--- config.mk ---
export PLATFORM = sky130hd
export DESIGN_NAME = multicycle_ctrl
export DESIGN_NICKNAME = d
export VERILOG_FILES = /design/src/rtl/multicycle_ctrl_pkg.sv /design/src/rtl/mc_op_class.sv /design/src/rtl/multicycle_ctrl.sv
export SDC_FILE = /design/constraint.sdc
export NUM_CORES = 1
export LEC_CHECK = 0
export CAP_MARGIN = 15
export CORE_MARGIN = 10
export CORE_UTILIZATION = 30
export DETAILED_ROUTE_END_ITERATION = 10
export HOLD_SLACK_MARGIN = 0.06
export PLACE_DENSITY = 0.54
export SLEW_MARGIN = 20
export SYNTH_ARGS = -nofsm -noshare
export SYNTH_HDL_FRONTEND = slang
export SYNTH_SLANG_ARGS = --single-unit
--- constraint.sdc ---
create_clock -name clk -period 4.5 [get_ports clk]
set_input_delay 0.45 -clock clk [delete_from_list [all_inputs] [get_ports clk]]
set_output_delay 0.45 -clock clk [all_outputs]
set_load 0.02 [all_outputs]
--- src/rtl/multicycle_ctrl_pkg.sv ---
// Shared encodings for the multi-cycle RV32I sequencer: opcodes, FSM states,
// instruction classes and error codes.
package multicycle_ctrl_pkg;

    typedef enum logic [2:0] {
        ST_IDLE   = 3'd0,
        ST_FETCH  = 3'd1,
        ST_DECODE = 3'd2,
        ST_EXEC   = 3'd3,
        ST_MEM    = 3'd4,
        ST_WB     = 3'd5,
        ST_HALT   = 3'd6
    } state_e;

    localparam logic [6:0] OP_R     = 7'b0110011;
    localparam logic [6:0] OP_IALU  = 7'b0010011;
    localparam logic [6:0] OP_LOAD  = 7'b0000011;
    localparam logic [6:0] OP_STORE = 7'b0100011;
    localparam logic [6:0] OP_BR    = 7'b1100011;
    localparam logic [6:0] OP_JAL   = 7'b1101111;
    localparam logic [6:0] OP_JALR  = 7'b1100111;
    localparam logic [6:0] OP_LUI   = 7'b0110111;
    localparam logic [6:0] OP_AUIPC = 7'b0010111;

    localparam logic [3:0] CLS_R     = 4'd0;
    localparam logic [3:0] CLS_IALU  = 4'd1;
    localparam logic [3:0] CLS_LOAD  = 4'd2;
    localparam logic [3:0] CLS_STORE = 4'd3;
    localparam logic [3:0] CLS_BR    = 4'd4;
    localparam logic [3:0] CLS_JAL   = 4'd5;
    localparam logic [3:0] CLS_JALR  = 4'd6;
    localparam logic [3:0] CLS_LUI   = 4'd7;
    localparam logic [3:0] CLS_AUIPC = 4'd8;
    localparam logic [3:0] CLS_ILL   = 4'd15;

    localparam logic [1:0] ERR_NONE     = 2'b00;
    localparam logic [1:0] ERR_ILLEGAL  = 2'b01;
    localparam logic [1:0] ERR_IMEM_TMO = 2'b10;
    localparam logic [1:0] ERR_DMEM_TMO = 2'b11;

    // run is only looked at on an instruction boundary.
    function automatic state_e after_retire(input logic run);
        return run ? ST_FETCH : ST_IDLE;
    endfunction

endpackage

--- src/rtl/mc_op_class.sv ---
// Combinational opcode classifier: 7-bit Op to 4-bit class plus illegal flag.
module mc_op_class
    import multicycle_ctrl_pkg::*;
(
    input  logic [6:0] op,
    output logic [3:0] op_class,
    output logic       illegal
);

    // Map each legal opcode to its class; everything else is illegal.
    always_comb begin
        op_class = CLS_ILL;
        illegal  = 1'b1;
        case (op)
            OP_R:     begin op_class = CLS_R;     illegal = 1'b0; end
            OP_IALU:  begin op_class = CLS_IALU;  illegal = 1'b0; end
            OP_LOAD:  begin op_class = CLS_LOAD;  illegal = 1'b0; end
            OP_STORE: begin op_class = CLS_STORE; illegal = 1'b0; end
            OP_BR:    begin op_class = CLS_BR;    illegal = 1'b0; end
            OP_JAL:   begin op_class = CLS_JAL;   illegal = 1'b0; end
            OP_JALR:  begin op_class = CLS_JALR;  illegal = 1'b0; end
            OP_LUI:   begin op_class = CLS_LUI;   illegal = 1'b0; end
            OP_AUIPC: begin op_class = CLS_AUIPC; illegal = 1'b0; end
            default:  begin op_class = CLS_ILL;   illegal = 1'b1; end
        endcase
    end

endmodule

--- src/rtl/multicycle_ctrl.sv ---
// Multi-cycle RV32I sequencer: FETCH/DECODE/EXEC/MEM/WB FSM with memory
// handshakes, write-enable pulses, timeout/illegal halt and retire counter.
module multicycle_ctrl
    import multicycle_ctrl_pkg::*;
#(
    parameter int CNT_W   = 32,
    parameter int TMO_CYC = 16
) (
    input  logic             clk,
    input  logic             rstn,
    input  logic             run,
    input  logic [6:0]       Op,
    input  logic             imem_ready,
    input  logic             dmem_ready,
    output logic             imem_req,
    output logic             dmem_req,
    output logic             dmem_we,
    output logic             ir_we,
    output logic             pc_we,
    output logic             reg_we,
    output logic             retire,
    output logic [CNT_W-1:0] instret,
    output logic [2:0]       state,
    output logic             halted,
    output logic [1:0]       err_code
);

    localparam int WAIT_W = $clog2(TMO_CYC + 1);
    localparam logic [WAIT_W-1:0] WAIT_LAST = WAIT_W'(TMO_CYC - 1);

    state_e            state_r, state_s;
    logic [3:0]        class_r, class_s;
    logic [3:0]        dec_class_s;
    logic              dec_illegal_s;
    logic [WAIT_W-1:0] wait_r, wait_s;
    logic [CNT_W-1:0]  instret_r;
    logic              halted_r, halted_s;
    logic [1:0]        err_r, err_s;

    mc_op_class u_op_class (
        .op       (Op),
        .op_class (dec_class_s),
        .illegal  (dec_illegal_s)
    );

    // Next-state, wait-counter and handshake/enable decode.
    always_comb begin
        state_s  = state_r;
        class_s  = class_r;
        wait_s   = wait_r;
        halted_s = halted_r;
        err_s    = err_r;
        imem_req = 1'b0;
        dmem_req = 1'b0;
        dmem_we  = 1'b0;
        ir_we    = 1'b0;
        pc_we    = 1'b0;
        reg_we   = 1'b0;
        retire   = 1'b0;
        case (state_r)
            ST_IDLE: begin
                if (run) begin
                    state_s = ST_FETCH;
                    wait_s  = '0;
                end else begin
                    state_s = ST_IDLE;
                end
            end
            ST_FETCH: begin
                imem_req = 1'b1;
                if (imem_ready) begin
                    ir_we   = 1'b1;
                    state_s = ST_DECODE;
                    wait_s  = '0;
                end else if (wait_r == WAIT_LAST) begin
                    state_s  = ST_HALT;
                    halted_s = 1'b1;
                    err_s    = ERR_IMEM_TMO;
                end else begin
                    wait_s = wait_r + WAIT_W'(1);
                end
            end
            ST_DECODE: begin
                class_s = dec_class_s;
                if (dec_illegal_s) begin
                    state_s  = ST_HALT;
                    halted_s = 1'b1;
                    err_s    = ERR_ILLEGAL;
                end else begin
                    state_s = ST_EXEC;
                end
            end
            ST_EXEC: begin
                case (class_r)
                    CLS_BR: begin
                        pc_we   = 1'b1;
                        retire  = 1'b1;
                        state_s = after_retire(run);
                        wait_s  = '0;
                    end
                    CLS_LOAD, CLS_STORE: begin
                        state_s = ST_MEM;
                        wait_s  = '0;
                    end
                    default: state_s = ST_WB;
                endcase
            end
            ST_MEM: begin
                dmem_req = 1'b1;
                dmem_we  = (class_r == CLS_STORE);
                if (dmem_ready) begin
                    wait_s = '0;
                    if (class_r == CLS_STORE) begin
                        pc_we   = 1'b1;
                        retire  = 1'b1;
                        state_s = after_retire(run);
                    end else begin
                        state_s = ST_WB;
                    end
                end else if (wait_r == WAIT_LAST) begin
                    state_s  = ST_HALT;
                    halted_s = 1'b1;
                    err_s    = ERR_DMEM_TMO;
                end else begin
                    wait_s = wait_r + WAIT_W'(1);
                end
            end
            ST_WB: begin
                reg_we  = 1'b1;
                pc_we   = 1'b1;
                retire  = 1'b1;
                state_s = after_retire(run);
                wait_s  = '0;
            end
            ST_HALT: state_s = ST_HALT;
            default: state_s = ST_IDLE;
        endcase
    end

    // FSM, class latch, wait counter and sticky error state.
    always_ff @(posedge clk or negedge rstn) begin
        if (!rstn) begin
            state_r  <= ST_IDLE;
            class_r  <= CLS_R;
            wait_r   <= '0;
            halted_r <= 1'b0;
            err_r    <= ERR_NONE;
        end else begin
            state_r  <= state_s;
            class_r  <= class_s;
            wait_r   <= wait_s;
            halted_r <= halted_s;
            err_r    <= err_s;
        end
    end

    // Retired-instruction counter, wraps silently.
    always_ff @(posedge clk or negedge rstn) begin
        if (!rstn) begin
            instret_r <= '0;
        end else if (retire) begin
            instret_r <= instret_r + CNT_W'(1);
        end else begin
            instret_r <= instret_r;
        end
    end

    assign instret  = instret_r;
    assign state    = state_r;
    assign halted   = halted_r;
    assign err_code = err_r;

endmodule
==> flow_summary_export.csv, run 1 <==
group,metric,value,unit
pwr,ir_drop,0.000212,V
drt,wl,6240,um
floorplan,ios,57,
logic_synthesis,ys_ff_latch,47,
drt,wire_per_inst,15.1,um
final_layout,layout-drive-gt1-share,11.0,%
final_layout,syn2layout_area_growth,28.9,%
drt,vias_per_cell,5.02,
logic_synthesis,seq_area_frac_synth,45.4,%
critical_path,crit_start,"class_r[1]$_DFFE_PN0P_",
logic_synthesis,avgSynthCellArea,10.2,sq um
timing,hold_viol,0,
drt,vias,2080,
critical_path,crit_path_max_incr_delay,0.73,ns
drt,drc_errors,0,
clock_tree,insertion_delay,0.31,ns
drt,drt_iter0_markers,35,
run_status,status,"complete, no violations",
critical_path,slowest_stage,"clkdlybuf4s50_1",
critical_path,worstRegToRegCells,4,
logic_synthesis,synthCells,254,
place,port-buffer-count,56,
critical_path,reg2reg_setup_slack,2.40,ns
final_layout,utilization,40.2,%
place,dp_hpwl,4680,um
timing,timing.final.crit_share,69.4,%
clock_tree,clockBufferDepth,2,
critical_path,cp-endpoint,"retire",
job,maxCapViolCount,0,
pwr,p_per_area,391,mW/mm^2
logic_synthesis,synth_commonest_cells,"dfrtp_1, nor2_1, xor2_1",
floorplan,core,0.00830,sq mm
logic_synthesis,async_flop_share,100,%
timing,tightest_slew,0.652,ns
timing,fmax,320,MHz
logic_synthesis,synth_edf_count,0,
timing,fin_crit,3.12,ns
clock_tree,clkSinkCount,47,
drt,ant_nets,0,
global_routing,grt_max_degree,25,
critical_path,crit_path_max_fanout,13,
final_layout,fin_nets,322,
logic_synthesis,ys.flop_type,"dfrtp_1",
clock_tree,cts_tree,"yes",
place,gp_congestion,0.843,
drt,first_pass_iters,4,
clock_tree,cts.repair.resized,0,
critical_path,required,4.05,ns
critical_path,worstSetupStartpointType,"register",
timing,relSlewSlack,56.5,%
global_routing,gr-total-overflow,0,
timing,skew,0.0140,ns
floorplan,placementRows,33,
global_routing,grtUsageTotal,10.0,%
floorplan,start_util,31.2,%
critical_path,criticalPathCategory,"reg -> out",
global_routing,grt_pass1_vias,2206,
logic_synthesis,yosys.area.top_type,"dfrtp_1",
logic_synthesis,yosysUniqueCellTypes,58,
final_layout,diodes,0,
clock_tree,h-tree-depth,2,
place,pre_cts_slack,1.48,ns
clock_tree,post_cts_buffers,0,
pwr,p_leak,1.37,nW
critical_path,end_kind,"output port",
floorplan,die_y,113,um
critical_path,worstReg2RegEnd,"instret[1]$_DFFE_PN0P_",
clock_tree,cts_buffers,5,
critical_path,worstPathCellList,"or4b_4 -> o22ai_4 -> or2_1 -> clkdlybuf4s50_1",
clock_tree,root_buffer,"clkbuf_8",
timing,slew_violations,0,
clock_tree,holdBufCountCts,0,
global_routing,grt_antenna_before_repair,0,
hold_path,min_path_type,"in -> async",
logic_synthesis,synth_top_area_share,45.4,%
logic_synthesis,syn_nets,268,
timing,setup_viol,0,
global_routing,grt_pass1_wl,10800,um
floorplan,fp.dieArea,0.0128,sq mm
logic_synthesis,yosysMostFrequentCell,"dfrtp_1",
critical_path,cp.arrival,2.67,ns
floorplan,die_w,113,um
critical_path,r2r-start,"class_r[1]$_DFFE_PN0P_",
timing,worst_slack,1.38,ns
final_layout,fillCellCount,811,
logic_synthesis,synth.area.top_cells,"dfrtp_1, xor2_1, xnor2_1",
timing,timing.setup.tns,0,ns
logic_synthesis,synth_area,0.00259,sq mm
logic_synthesis,synth_warnings,0,
timing,holdWs,0.121,ns
clock_tree,path_clk_slew,0.09,ns
timing,rsz0062_at_grt,"false",
==> power breakdown <==
part	switching, W	internal, W	leakage [nW]
clock network	0.000156	0.000126	0.0474
registers	0.0000865	0.000475	0.582
logic	0.000250	0.000213	0.743
total	0.000493	0.000813	1.37
==> cells by family (layout without fill, tap and decap cells) <==
family | count (synthesis) | in the layout | share of synthesized area [%]
DFF | 47 | 47 | 45.4
buffers and inverters | 25 | 80 | 4.44
and+or+nand+nor | 100 | 100 | 24.4
AOI/OAI and AO/OA | 46 | 46 | 13.2
muxes | 2 | 2 | 0.821
xor gates and xnor gates | 32 | 32 | 10.8
adders and majority gates | 2 | 2 | 0.966
==> critical path, delay by kind of cell, from the launching register on <==
family                 cells  cell delay (ns)
DFF                        1             0.43
AOI/OAI and AO/OA          1             0.19
buffers and inverters      1             0.73
and+or+nand+nor            2             1.02
==> layer usage <==
metal,track usage (%),wire length (um),up-vias
li1,-,-,1010
met1,12.4,2940,1013
met2,15.8,2780,51
met3,3.86,450,6
met4,2.79,72,0
met5,0,0,-
==> final cells by class <==
class	instances	area, sq um	share of cell area, %
sequential	47	1180	35.2
clock buffer	6	82.6	2.47
tap	105	131	3.93
inverter	15	57.6	1.72
multi-input combinational	182	1300	38.9
clock inverter	2	16.3	0.487
timing repair buffer	57	576	17.2
==> registers in the layout, summed over array words and instances (netlist names) <==
| signal | flops |
|---|---|
| halted | 1 |
| instret | 32 |
| state | 3 |
| err_code | 2 |
| wait_r | 5 |
| class_r | 4 |
==> cell usage in the layout (no fill, tap or decap), drive strengths merged, types with 3 or more instances in the layout <==
master	Yosys	final
nand2	15	15
or3b	3	3
and3	4	4
nor2	18	18
xnor2	15	15
xor2	17	17
o21ai	8	8
nor4	10	10
a21oi	13	13
nor3	13	13
nand2b	6	6
clkbuf	6	6
dfrtp	47	47
nand4	6	6
inv	14	14
nand3	11	11
clkdlybuf4s50	0	55
o22ai	4	4
==> metrics by stage <==
step	total power (W)	instance area, sq um	std cells
2_1_floorplan	0.000844	2590	254
3_3_place_gp	0.00103	3220	405
3_5_place_dp	0.00103	3240	406
6_report	0.00131	3340	414
5_1_grt	0.00139	3340	414
4_1_cts	0.00132	3340	414
==> how the worst min path moves through the flow <==
| stage | start | endpoint | slack (ns) |
|---|---|---|---|
| final | rstn | instret[22]$_DFFE_PN0P_ | 0.12 |
| after floorplan | rstn | class_r[0]$_DFFE_PN0P_ | 0.15 |
| after detailed placement | instret[31]$_DFFE_PN0P_ | instret[31]$_DFFE_PN0P_ | 0.46 |
| after CTS | rstn | instret[22]$_DFFE_PN0P_ | 0.14 |
| after global placement | instret[31]$_DFFE_PN0P_ | instret[31]$_DFFE_PN0P_ | 0.45 |
| after global routing | rstn | instret[22]$_DFFE_PN0P_ | 0.16 |
Power figures use the tool's default switching activity.
==> run 2, diff against run 1 <==
==> constraint.sdc (replaced) <==
create_clock -name clk -period 2.92 [get_ports clk]
set_input_delay 0.292 -clock clk [delete_from_list [all_inputs] [get_ports clk]]
set_output_delay 0.292 -clock clk [all_outputs]
set_load 0.02 [all_outputs]
==> flow_summary_export.csv, run 2 (same netlist as run 1, synthesis figures left out) <==
group,metric,value,unit
place,dp_hpwl,4710,um
global_routing,grt_antenna_before_repair,0,
hold_path,min_path_type,"in -> async",
critical_path,worstRegToRegCells,5,
pwr,ir_drop,0.000310,V
clock_tree,clockBufferDepth,2,
global_routing,grtUsageTotal,10.3,%
pwr,p_per_area,620,mW/mm^2
final_layout,fillCellCount,816,
drt,vias,2087,
critical_path,slowest_stage,"clkdlybuf4s50_1",
critical_path,worstReg2RegEnd,"instret[22]$_DFFE_PN0P_",
place,port-buffer-count,56,
critical_path,path_delay_family,"simple AND/OR/NAND/NOR gates",
timing,rsz0062_at_grt,"false",
global_routing,busiest_layer,"met2",
global_routing,grt_pass1_wl,10900,um
timing,hold_viol,0,
floorplan,placementRows,33,
drt,wl,6360,um
floorplan,die_y,113,um
timing,fin_crit,2.66,ns
clock_tree,post_cts_buffers,0,
floorplan,ios,57,
global_routing,gr-total-overflow,0,
critical_path,worstSetupStartpointType,"register",
critical_path,crit_start,"class_r[1]$_DFFE_PN0P_",
final_layout,diodes,0,
critical_path,required,2.63,ns
pwr,p_leak,1.38,nW
critical_path,end_kind,"output port",
final_layout,fin_nets,324,
timing,tightest_slew,0.768,ns
timing,fmax,376,MHz
run_status,status,"complete, no violations",
clock_tree,clkSinkCount,47,
clock_tree,root_buffer,"clkbuf_8",
critical_path,criticalPathCategory,"reg -> out",
global_routing,grtUsageMet3,3.91,%
critical_path,reg2reg_setup_slack,0.87,ns
drt,drc_errors,0,
final_layout,syn2layout_area_growth,29.6,%
drt,drt_iter0_markers,54,
timing,relSlewSlack,48.8,%
critical_path,cp-endpoint,"pc_we",
critical_path,cp.arrival,2.37,ns
critical_path,r2r-start,"class_r[1]$_DFFE_PN0P_",
global_routing,use_met1,12.8,%
timing,timing.final.crit_share,91.0,%
timing,holdWs,0.0415,ns
final_layout,layout-drive-gt1-share,11.6,%
critical_path,crit_path_max_fanout,5,
timing,slew_violations,0,
final_layout,largest_reg_flops,32,
timing,skew,0.0118,ns
critical_path,critical_path_buf_inv_count,1,
clock_tree,cts_buffers,5,
drt,vias_per_cell,5.02,
floorplan,die_w,113,um
drt,wire_per_inst,15.3,um
floorplan,core,0.00830,sq mm
clock_tree,path_clk_slew,0.09,ns
global_routing,grt_max_degree,34,
global_routing,grt_pass1_vias,2166,
final_layout,mostFrequentLayoutCell,"clkdlybuf4s50_1",
critical_path,worst-path-stages,4,
clock_tree,holdBufCountCts,0,
clock_tree,insertion_delay,0.31,ns
clock_tree,cts.repair.resized,0,
pwr,finalPower,0.00208,W
drt,ant_nets,0,
floorplan,start_util,31.2,%
critical_path,crit_path_max_incr_delay,0.66,ns
place,gp_congestion,0.860,
timing,setup_viol,0,
critical_path,worstPathCellList,"or4b_4 -> o22ai_4 -> or2_1 -> clkdlybuf4s50_1",
timing,timing.setup.tns,0,ns
clock_tree,h-tree-depth,2,
final_layout,final_cell_mix,"clkdlybuf4s50_1, dfrtp_1, nor2_1, xor2_1",
global_routing,use_met2,16.0,%
floorplan,fp.dieArea,0.0128,sq mm
clock_tree,cts_tree,"yes",
drt,first_pass_iters,4,
job,maxCapViolCount,0,
[run 2: cell count changes in the layout (fill, tap and decap cells not counted), sizes merged]
| cell | change |
|---|---|
| inv | +1 |
| bufinv | +1 |
| clkinv | -1 |
| buf | +2 |
| clkbuf | -1 |
[run 2: power breakdown]
part / total (W) / leakage [nW] / internal, W / switching (W)
sequential: 0.000861 / 0.582 / 0.000732 / 0.000129
combinational: 0.000721 / 0.748 / 0.000332 / 0.000389
clock: 0.000502 / 0.0548 / 0.000258 / 0.000244
total: 0.00208 / 1.38 / 0.00132 / 0.000761
[run 2: worst min path at each step]
stage / from / end / slack [ns] / cells after the start
after detailed placement: rstn / instret[23]$_DFFE_PN0P_ / 0.43 / 1
after global routing: rstn / instret[31]$_DFFE_PN0P_ / 0.11 / 1
final: rstn / instret[23]$_DFFE_PN0P_ / 0.04 / 1
after global placement: rstn / instret[23]$_DFFE_PN0P_ / 0.42 / 1
after floorplan: rstn / class_r[0]$_DFFE_PN0P_ / -0.004 / 0
after CTS: rstn / instret[27]$_DFFE_PN0P_ / 0.08 / 1
[run 2: layout make-up]
type                            count  area [sq um]  share of cell area (%)
Clock buffer                        5          68.8                    2.05
Clock inverter                      3          46.3                    1.38
Inverter                           15          57.6                    1.71
Multi-Input combinational cell    182          1300                    38.7
Sequential cell                    47          1180                    35.0
Tap cell                          105           131                    3.91
Timing Repair Buffer               59           578                    17.2
[run 2: metrics by stage]
stage | util [%] | cell area (sq um) | setup slack, ns | cells
2_1_floorplan | - | 2590 | 0.903 | 254
3_5_place_dp | 39.1 | 3240 | 0.493 | 408
4_1_cts | 40.5 | 3360 | 0.225 | 416
5_1_grt | 40.5 | 3360 | 0.108 | 416
3_3_place_gp | 39.1 | 3240 | 0.528 | 408
6_report | 40.5 | 3360 | 0.263 | 416
[run 2: per-layer routing]
metal	part of all wire (%)	routed length, um	vias up
met1	45	2860	1009
li1	-	-	1016
met2	46	2940	53
met3	7.5	474	9
met4	1.4	86	0
met5	0	0	-
==> run 3, diff against run 2 <==
--- a/config.mk
+++ b/config.mk
@@ -10,7 +10,6 @@
 export CORE_UTILIZATION = 30
 export DETAILED_ROUTE_END_ITERATION = 10
 export HOLD_SLACK_MARGIN = 0.06
-export PLACE_DENSITY = 0.54
 export SLEW_MARGIN = 20
 export SYNTH_ARGS = -nofsm -noshare
 export SYNTH_HDL_FRONTEND = slang
==> flow_summary_export.csv, run 3 (same netlist as run 1, synthesis figures left out) <==
group,metric,value,unit
final_layout,largest_reg_flops,32,
global_routing,grt_pass1_vias,2056,
critical_path,criticalPathCategory,"reg -> out",
job,maxCapViolCount,0,
drt,wl,6110,um
floorplan,core,0.00830,sq mm
drt,vias,2075,
critical_path,worstSetupStartpointType,"register",
pwr,p_leak,1.37,nW
final_layout,utilization,40.1,%
critical_path,critical_path_buf_inv_count,1,
pwr,p_per_area,592,mW/mm^2
timing,tightest_slew,0.639,ns
place,gp_congestion,0.822,
global_routing,grt_max_degree,48,
floorplan,placementRows,33,
place,dp_hpwl,4540,um
drt,drt_iter0_markers,47,
final_layout,fin_nets,323,
clock_tree,clockBufferDepth,2,
place,dp_cells,406,
clock_tree,h-tree-depth,2,
critical_path,crit_path_max_incr_delay,0.63,ns
clock_tree,path_clk_slew,0.08,ns
timing,hold_viol,0,
global_routing,gr-total-overflow,0,
final_layout,diodes,0,
pwr,ir_drop,0.000318,V
final_layout,mostFrequentLayoutCell,"clkdlybuf4s50_1",
floorplan,die_y,113,um
global_routing,grt_antenna_before_repair,0,
timing,slew_violations,0,
critical_path,crit_path_max_fanout,5,
final_layout,fin_cells,414,
timing,timing.setup.tns,0,ns
timing,fin_crit,2.61,ns
pwr,finalPower,0.00197,W
critical_path,required,2.63,ns
place,port-buffer-count,56,
clock_tree,cts_tree,"yes",
floorplan,die_w,113,um
floorplan,start_util,31.2,%
drt,ant_nets,0,
clock_tree,insertion_delay,0.30,ns
timing,relSlewSlack,57.3,%
clock_tree,cts.repair.resized,0,
drt,drc_errors,0,
drt,vias_per_cell,5.01,
critical_path,path_delay_family,"simple AND/OR/NAND/NOR gates",
global_routing,grt_pass1_wl,10400,um
timing,setup_viol,0,
run_status,status,"complete, no violations",
final_layout,layout-drive-gt1-share,10.7,%
critical_path,worstPathCellList,"or4b_4 -> o22ai_4 -> or2_1 -> clkdlybuf4s50_1",
drt,wire_per_inst,14.8,um
floorplan,ios,57,
final_layout,final_cell_mix,"clkdlybuf4s50_1, dfrtp_1, nor2_1, xor2_1",
timing,timing.final.crit_share,89.5,%
critical_path,slowest_stage,"clkdlybuf4s50_1",
clock_tree,root_buffer,"clkbuf_8",
hold_path,min_path_type,"reg -> reg",
timing,skew,0.00505,ns
timing,fmax,383,MHz
global_routing,grtUsageTotal,9.61,%
clock_tree,cts_buffers,5,
floorplan,fp.dieArea,0.0128,sq mm
critical_path,cp.arrival,2.32,ns
clock_tree,clkSinkCount,47,
critical_path,end_kind,"output port",
timing,rsz0062_at_grt,"false",
drt,first_pass_iters,4,
final_layout,syn2layout_area_growth,28.4,%
[run 3: changes by cell type in the layout (fill, tap and decap cells not counted), sizes merged]
cell,delta
inv,-1
bufinv,-1
buf,-2
clkinv,+1
clkinvlp,-1
clkbuf,+1
dlygate4sd3,+1
[run 3: layer usage]
layer / wire length, um / GRT usage, %
met1: 2900 / 12.3
met2: 2670 / 14.9
met3: 469 / 3.59
met4: 61 / 2.54
met5: 0 / 0
[run 3: through the flow]
stage               hold WS [ns]  setup slack, ns  instance area (sq um)
floorplan               -0.00359            0.903                   2590
global placement           0.456            0.552                   3230
detailed placement         0.461            0.520                   3230
CTS                        0.245            0.282                   3320
global route               0.502            0.174                   3330
finish                     0.472            0.307                   3330
[run 3: layout make-up]
cell class	instances	area (sq um)
repair buffers	58	576
clock inverters	1	5.00
flip-flops and latches	47	1180
inverters	15	57.6
clock buffers	6	82.6
well taps	105	131
multi-input cells	182	1300
fillers	839	4970
[run 3: worst paths after layout]
path | from | end | slack (ns) | cells after the start
worst max-delay path | class_r[1]$_DFFE_PN0P_ | pc_we | 0.31 | 4
worst min-delay path | instret[31]$_DFFE_PN0P_ | instret[31]$_DFFE_PN0P_ | 0.47 | 1
worst max register to register | class_r[1]$_DFFE_PN0P_ | instret[22]$_DFFE_PN0P_ | 0.87 | 5
worst min register to register | instret[31]$_DFFE_PN0P_ | instret[31]$_DFFE_PN0P_ | 0.47 | 1
max in group asynchronous | rstn | instret[30]$_DFFE_PN0P_ | 1.97 | 2
min in group asynchronous | rstn | instret[3]$_DFFE_PN0P_ | 0.54 | 2
[run 3: repair_timing]
| action | 4_1_cts | 5_1_grt |
|---|---|---|
| buffers inserted | 0 | 0 |
| hold buffers | 0 | 1 |
| hold endpoints to repair | 0 | 43 |
| setup endpoints to repair | 0 | 0 |
[run 3: power by group]
part | switching (W) | internal [W] | leakage, nW
combinational | 0.000381 | 0.000331 | 0.744
clock | 0.000212 | 0.000186 | 0.0470
sequential | 0.000129 | 0.000732 | 0.582
